<file path="src/rtl/bias_dac_pkg.sv">
// Shared definitions for the bias DAC front-end: code width, park codes and FSM states.
package bias_dac_pkg;

    localparam int DAC_W = 4;

    localparam logic [DAC_W-1:0] FC_PARK = 4'h0;
    localparam logic [DAC_W-1:0] Q_PARK  = 4'hF;

    typedef enum logic {
        SETTLED,
        RAMP
    } state_t;

endpackage

</file>
<file path="src/rtl/bias_slew_ch.sv">
// One DAC channel: code register with one-LSB saturating step toward its target.
// With BIAS_DAC_SLEW_EN undefined a step loads the target directly.
module bias_slew_ch
    import bias_dac_pkg::*;
#(
    parameter logic [DAC_W-1:0] RST_CODE = '0
) (
    input  logic             clk,
    input  logic             rst,
    input  logic             step,
    input  logic [DAC_W-1:0] tgt,
    output logic [DAC_W-1:0] code,
    output logic             hit
);

    logic [DAC_W-1:0] nxt;

    // hit reports the post-step code against the target so the FSM can leave RAMP on the final step
    always_comb begin
        nxt = code;
`ifdef BIAS_DAC_SLEW_EN
        if (step) begin
            if (code < tgt && code != '1) begin
                nxt = code + DAC_W'(1);
            end else if (code > tgt && code != '0) begin
                nxt = code - DAC_W'(1);
            end
        end
        hit = (nxt == tgt);
`else
        if (step) begin
            nxt = tgt;
        end
        hit = (code == tgt);
`endif
    end

    always_ff @(posedge clk or posedge rst) begin
        if (rst) begin
            code <= RST_CODE;
        end else begin
            code <= nxt;
        end
    end

endmodule

</file>
<file path="src/rtl/bias_dac_ctrl.sv">
// Bias DAC front-end: maps cutoff/resonance onto fc/Q DAC codes with optional slew limiting.
// Slew limiting (FSM + prescaler) is built only when BIAS_DAC_SLEW_EN is defined.
module bias_dac_ctrl
    import bias_dac_pkg::*;
#(
    parameter int STEP_DIV = 4
) (
    input  logic             clk,
    input  logic             rst,
    input  logic             tick,
    input  logic [10:0]      fc_reg,
    input  logic [3:0]       res,
    input  logic             filt_en,
    output logic [DAC_W-1:0] d_fc,
    output logic [DAC_W-1:0] d_q,
    output logic             settled
);

    logic [DAC_W-1:0] tgt_fc;
    logic [DAC_W-1:0] tgt_q;
    logic             step;
    logic             fc_hit;
    logic             q_hit;
    logic [6:0]       unused_fc_lsb;

    assign unused_fc_lsb = fc_reg[6:0];

    always_ff @(posedge clk or posedge rst) begin
        if (rst) begin
            tgt_fc <= FC_PARK;
            tgt_q  <= Q_PARK;
        end else if (filt_en) begin
            tgt_fc <= fc_reg[10:7];
            tgt_q  <= ~res;
        end else begin
            tgt_fc <= FC_PARK;
            tgt_q  <= Q_PARK;
        end
    end

    bias_slew_ch #(.RST_CODE(FC_PARK)) u_fc (
        .clk  (clk),
        .rst  (rst),
        .step (step),
        .tgt  (tgt_fc),
        .code (d_fc),
        .hit  (fc_hit)
    );

    bias_slew_ch #(.RST_CODE(Q_PARK)) u_q (
        .clk  (clk),
        .rst  (rst),
        .step (step),
        .tgt  (tgt_q),
        .code (d_q),
        .hit  (q_hit)
    );

`ifdef BIAS_DAC_SLEW_EN
    localparam logic [7:0] DIV_M1 = 8'(STEP_DIV - 1);

    state_t     state;
    logic [7:0] pcnt;

    assign step = (state == RAMP) && tick && (pcnt == DIV_M1);

    always_ff @(posedge clk or posedge rst) begin
        if (rst) begin
            state   <= SETTLED;
            pcnt    <= '0;
            settled <= 1'b1;
        end else begin
            case (state)
                SETTLED: begin
                    pcnt <= '0;
                    if (tgt_fc != d_fc || tgt_q != d_q) begin
                        state   <= RAMP;
                        settled <= 1'b0;
                    end
                end
                RAMP: begin
                    // prescaler keeps its phase across retargets; cleared only on leaving RAMP
                    if (fc_hit && q_hit) begin
                        state   <= SETTLED;
                        settled <= 1'b1;
                        pcnt    <= '0;
                    end else if (tick) begin
                        pcnt <= (pcnt == DIV_M1) ? '0 : pcnt + 8'd1;
                    end
                end
                default: begin
                    state   <= SETTLED;
                    settled <= 1'b1;
                    pcnt    <= '0;
                end
            endcase
        end
    end
`else
    // tick and STEP_DIV have no effect without slew limiting
    logic [8:0] unused_cfg;
    assign unused_cfg = {tick, 8'(STEP_DIV)};

    assign step = 1'b1;

    always_ff @(posedge clk or posedge rst) begin
        if (rst) begin
            settled <= 1'b1;
        end else begin
            settled <= fc_hit & q_hit;
        end
    end
`endif

endmodule

</file>
<file path="config.mk">
export PLATFORM = sky130hd
export DESIGN_NAME = bias_dac_ctrl
export DESIGN_NICKNAME = d
export VERILOG_FILES = /design/src/rtl/bias_dac_pkg.sv /design/src/rtl/bias_slew_ch.sv /design/src/rtl/bias_dac_ctrl.sv
export SDC_FILE = /design/constraint.sdc
export NUM_CORES = 1
export LEC_CHECK = 0
export ABC_AREA = 1
export CAP_MARGIN = 20
export CORE_MARGIN = 2
export CORE_UTILIZATION = 42
export CTS_BUF_LIST = sky130_fd_sc_hd__clkbuf_2 sky130_fd_sc_hd__clkbuf_4 sky130_fd_sc_hd__clkbuf_8
export CTS_CLUSTER_SIZE = 8
export DETAILED_ROUTE_END_ITERATION = 10
export GPL_ROUTABILITY_DRIVEN = 0
export PLACE_DENSITY = 0.79
export SYNTH_ARGS = -nofsm -noshare
export SYNTH_HDL_FRONTEND = slang
export SYNTH_SLANG_ARGS = --single-unit
export TNS_END_PERCENT = 100
</file>
<file path="constraint.sdc">
create_clock -name clk -period 1 [get_ports clk]
set_input_delay 0.15 -clock clk [delete_from_list [all_inputs] [get_ports clk]]
set_output_delay 0.15 -clock clk [all_outputs]
set_load 0.1 [all_outputs]
</file>
# Word level (Yosys, flattened, before mapping)
# Cells that the tools add are included.
word_totals:
  ff_bits: 17
  input_bits: 19
  elab_cells: 11
classes:
  eq_ne: 2
  mux: 2
  bitwise: 2
ops:
  columns: ["cell", "count"]
  rows:
  - ["== test 4 bit", 2]
  - ["two-way mux 4 bit", 2]
  - ["inverter 4 bit", 1]
  - ["AND 1 bit", 1]

# Depth between registers and ports, before layout
depth:
  depth_word: 2
  ltp_mapped: 6

# Cells and area by module
# From an unflattened synthesis, not the netlist that was laid out.
hier_totals:
  cells_unflattened: 78
  area_unflattened_um2: 721.9
by_module_without_submodules:
  columns: ["module", "instances", "cells_each", "area_each_um2"]
  rows:
  - ["bias_dac_ctrl", 1, 26, 296.5]
  - ["bias_slew_ch at u_q", 1, 26, 215.2]
  - ["bias_slew_ch at u_fc", 1, 26, 210.2]

# Worst setup path after synthesis
# OpenSTA, ideal clock, no wires.
synth_path:
  path_type: "register to register"
  from: "register u_fc.code[2]"
  to: "register settled"
  setup_time_ns: 0.067
  arrival_ns: 1.340
  t_required_ns: 0.933
  setup_slack_ns: -0.407
  path_stages_with_launch: 7
  period_less_slack_ns: 1.407
  cell_sequence: "dfrtp_1 -> inv_1 -> nand2_1 -> nand2_1 -> nor2_1 -> nand2_1 -> nor2_1"
synth_via:
  elab_chain_len: 2
synth_rtl:
  columns: ["item", "line_no", "text"]
  rows:
  - ["start, declared", "bias_slew_ch.sv:12", "output logic [DAC_W-1:0] code,"]
  - ["start signal, assigned", "bias_slew_ch.sv:42", "code <= nxt;"]
  - ["== test 4 bit", "bias_slew_ch.sv:34", "hit = (code == tgt);"]
  - ["AND 1 bit", "bias_dac_ctrl.sv:110", "settled <= fc_hit & q_hit;"]
  - ["end signal, assigned", "bias_dac_ctrl.sv:110", null]
  - ["end, declared", "bias_dac_ctrl.sv:16", "output logic settled"]
# Every way passes these cells.

# Final worst setup path
layout_path:
  from: "register u_q.code[2]"
  to: "output d_q[2]"
layout_rtl:
  columns: ["item", "line_no", "text"]
  rows:
  - ["start, declared", "bias_slew_ch.sv:12", null]
  - ["start signal, assigned", "bias_slew_ch.sv:42", null]
  - ["end, declared", "bias_dac_ctrl.sv:15", "output logic [DAC_W-1:0] d_q,"]
# No word-level cell between the ends.

==> flow_summary.yaml <==
outcome:
  status: "complete, but fails checks"
  violations: "setup timing"
clock_network:
  cts_max_path_buffers: 2
  clk_pin_slew_worst_paths_ps: 100
  cts_made_buffers: 3
  clock-sinks: 17
  h-tree-depth: 1
  clk_latency_ps: 280
  cts_root_buffer: "clkbuf_4"
  cts_tree: "done"
  cts-hold-fix-buffers: 0
min_path:
  min_path_type: "input port to asynchronous set/reset pin"
floorplanning:
  rows: 14
  dieArea_mm2: 0.00189
  dieWidth_um: 43.5
  core_mm2: 0.00149
  start_util_pct: 44.0
  die_height_um: 43.5
  ioPinCount: 28
setup_path:
  cp_num_buf_inv: 1
  reg2reg_depth: 7
  r2r_end: "settled"
  path_delay_family: "flip-flops"
  slowest_delay_ps: 650
  r2r_start: "u_q.code[2]"
  slowest_stage: "dfstp_4"
  required_ps: 850
  critPathMaxFanout: 2
  end_kind: "output pin"
  path_class: "flip-flop to output pin"
  reg2reg_slack_ps: -180
  crit_chain: "buf_12"
  cp-start-kind: "flip-flop"
  arrival_ps: 1100
drt:
  drt_wl_total_um: 1230
  drt_iter0_drc: 5
  detail_route.drc_violations: 0
  wl_per_cell_um: 10.1
  vias: 524
  drt_pass1_iterations: 2
  ant_nets: 0
  routed_via_density: 4.33
synth:
  syn_area_per_cell_um2: 8.74
  syn_inst: 75
  ys_types: 6
  synthesis.nets: 94
  ys_ff_latch: 17
  synth_warnings: 0
  synth_top_cell_area_share_pct: 36.1
  yosys-top-cells-area: "dfstp_2 (36%), dfrtp_1 (31%), nand2_1 (16%)"
  synth_area_um2: 656
  synth_top_cell_by_area: "dfstp_2"
  ys_seq_area_share_pct: 66.6
global_routing:
  first_global_vias: 507
  grt_max_degree: 18
  grt_pass1_wl_um: 1960
  grt-ovfl-total: 0
  antenna_found_initial: 0
  grt_usage_pct: 14.7
place:
  dpl.cell_count: 110
  hpwl_um: 895
  place_area_um2: 991
  portBuffers: 19
sta:
  setup_tns_ps: -1520
  finalCritPeriodShare_pct: 125
  clock.fmax_ghz: 0.797
  fin_crit_ps: 1250
  finClkSkew_ps: 1.21
  worst_slew_pin_slew_ps: 243
  setup_ws_ps: -255
  rsz0062_at_grt: "true"
  finalMaxSlewViolations: 0
  slew_headroom_pct: 83.8
  setup_viol: 10
  hold_viol_final: 0
power:
  ir_worst_vdd_uv: 908
  power-per-cell-area_mw_per_mm2: 1390
  leakage_nw: 0.582
  total_power_mw: 1.50
layout:
  instances_no_fill: 121
  nNetsFinal: 125
  drive_gt1_share_pct: 36.2
  antenna_cells: 0
  final_cell_area_mm2: 0.00108
  area_growth_pct: 64.9
  fillCellCount: 103
job:
  drv_cap: 0
-- synthesized netlist by cell type --
| cell type | instances |
|---|---|
| dfstp_2 | 9 |
| nand2_1 | 28 |
| buf_2 | 1 |
| dfrtp_1 | 8 |
| inv_1 | 18 |
| nor2_1 | 11 |
-- per-layer routing --
layer / share of wire [%] / GRT usage [%] / vias to the layer above
met3: 3.1 / 3.75 / 2
met1: 43 / 16.5 / 244
met5: 0 / 0 / -
li1: - / - / 267
met2: 53 / 24.2 / 11
met4: 1.2 / 10.9 / 0
-- sequential cells by signal, indices dropped and copies added, names as in the netlist --
register / flops
u_fc.code: 4
tgt_fc: 4
tgt_q: 4
u_q.code: 4
settled: 1
-- tightest hold or removal path, stage by stage --
cell,delay [ps]
clkdlybuf4s50_1,400
inv_1,90
buf_12,160
-- cell families after synthesis --
kind of cell | after synthesis | share of synthesized area (%)
and+or+nand+nor | 39 | 22.3
DFF | 17 | 66.6
buffers and inverters | 19 | 11.1
-- timing repair --
action                     in CTS  in global routing
resized for setup               1                  2
hold endpoints to repair        0                  0
pin swaps                       3                  4
buffers inserted                7                  0
setup endpoints to repair      10                 10
-- how the worst max path moves through the flow --
stage,startpoint,endpoint,slack [ps],cells after the start
after floorplan,u_q.code[3],settled,-200,6
after global placement,u_q.code[3],settled,-40,6
after detailed placement,u_q.code[2],settled,-80,6
after CTS,u_q.code[2],d_q[2],-260,1
after global routing,u_q.code[0],d_q[0],-290,1
final,u_q.code[2],d_q[2],-250,1
-- layout make-up --
class	count	area, µm²	share of cell area [%]
clock inverters	1	5.00	0.463
multi-input cells	39	149	13.8
repair buffers	27	360	33.3
clock buffers	3	22.5	2.08
flip-flops and latches	17	457	42.2
inverters	18	67.6	6.25
well taps	16	20.0	1.85
-- cell usage in the layout, fill, tap and decap left out, drive strengths merged --
cell and count:
buf 17, dfstp 9, clkdlybuf4s50 10, dfrtp 8, inv 18, nor2 11
clkbuf 3, clkinv 1, nand2 28
-- report_power, final --
part,switching (mW),internal [mW]
clock network,0.212,0.149
registers,0.0346,0.742
logic,0.206,0.155
total,0.453,1.05
-- stage by stage --
step	utilization [%]	setup WS, ps	hold slack [ps]
final	72.6	-255	171
after global routing	72.6	-288	201
after CTS	72.2	-261	165
after detailed placement	66.6	-80.1	367
after global placement	66.6	-37.9	365
after floorplan	-	-200	69.3
(Power assumes the default switching activity.)
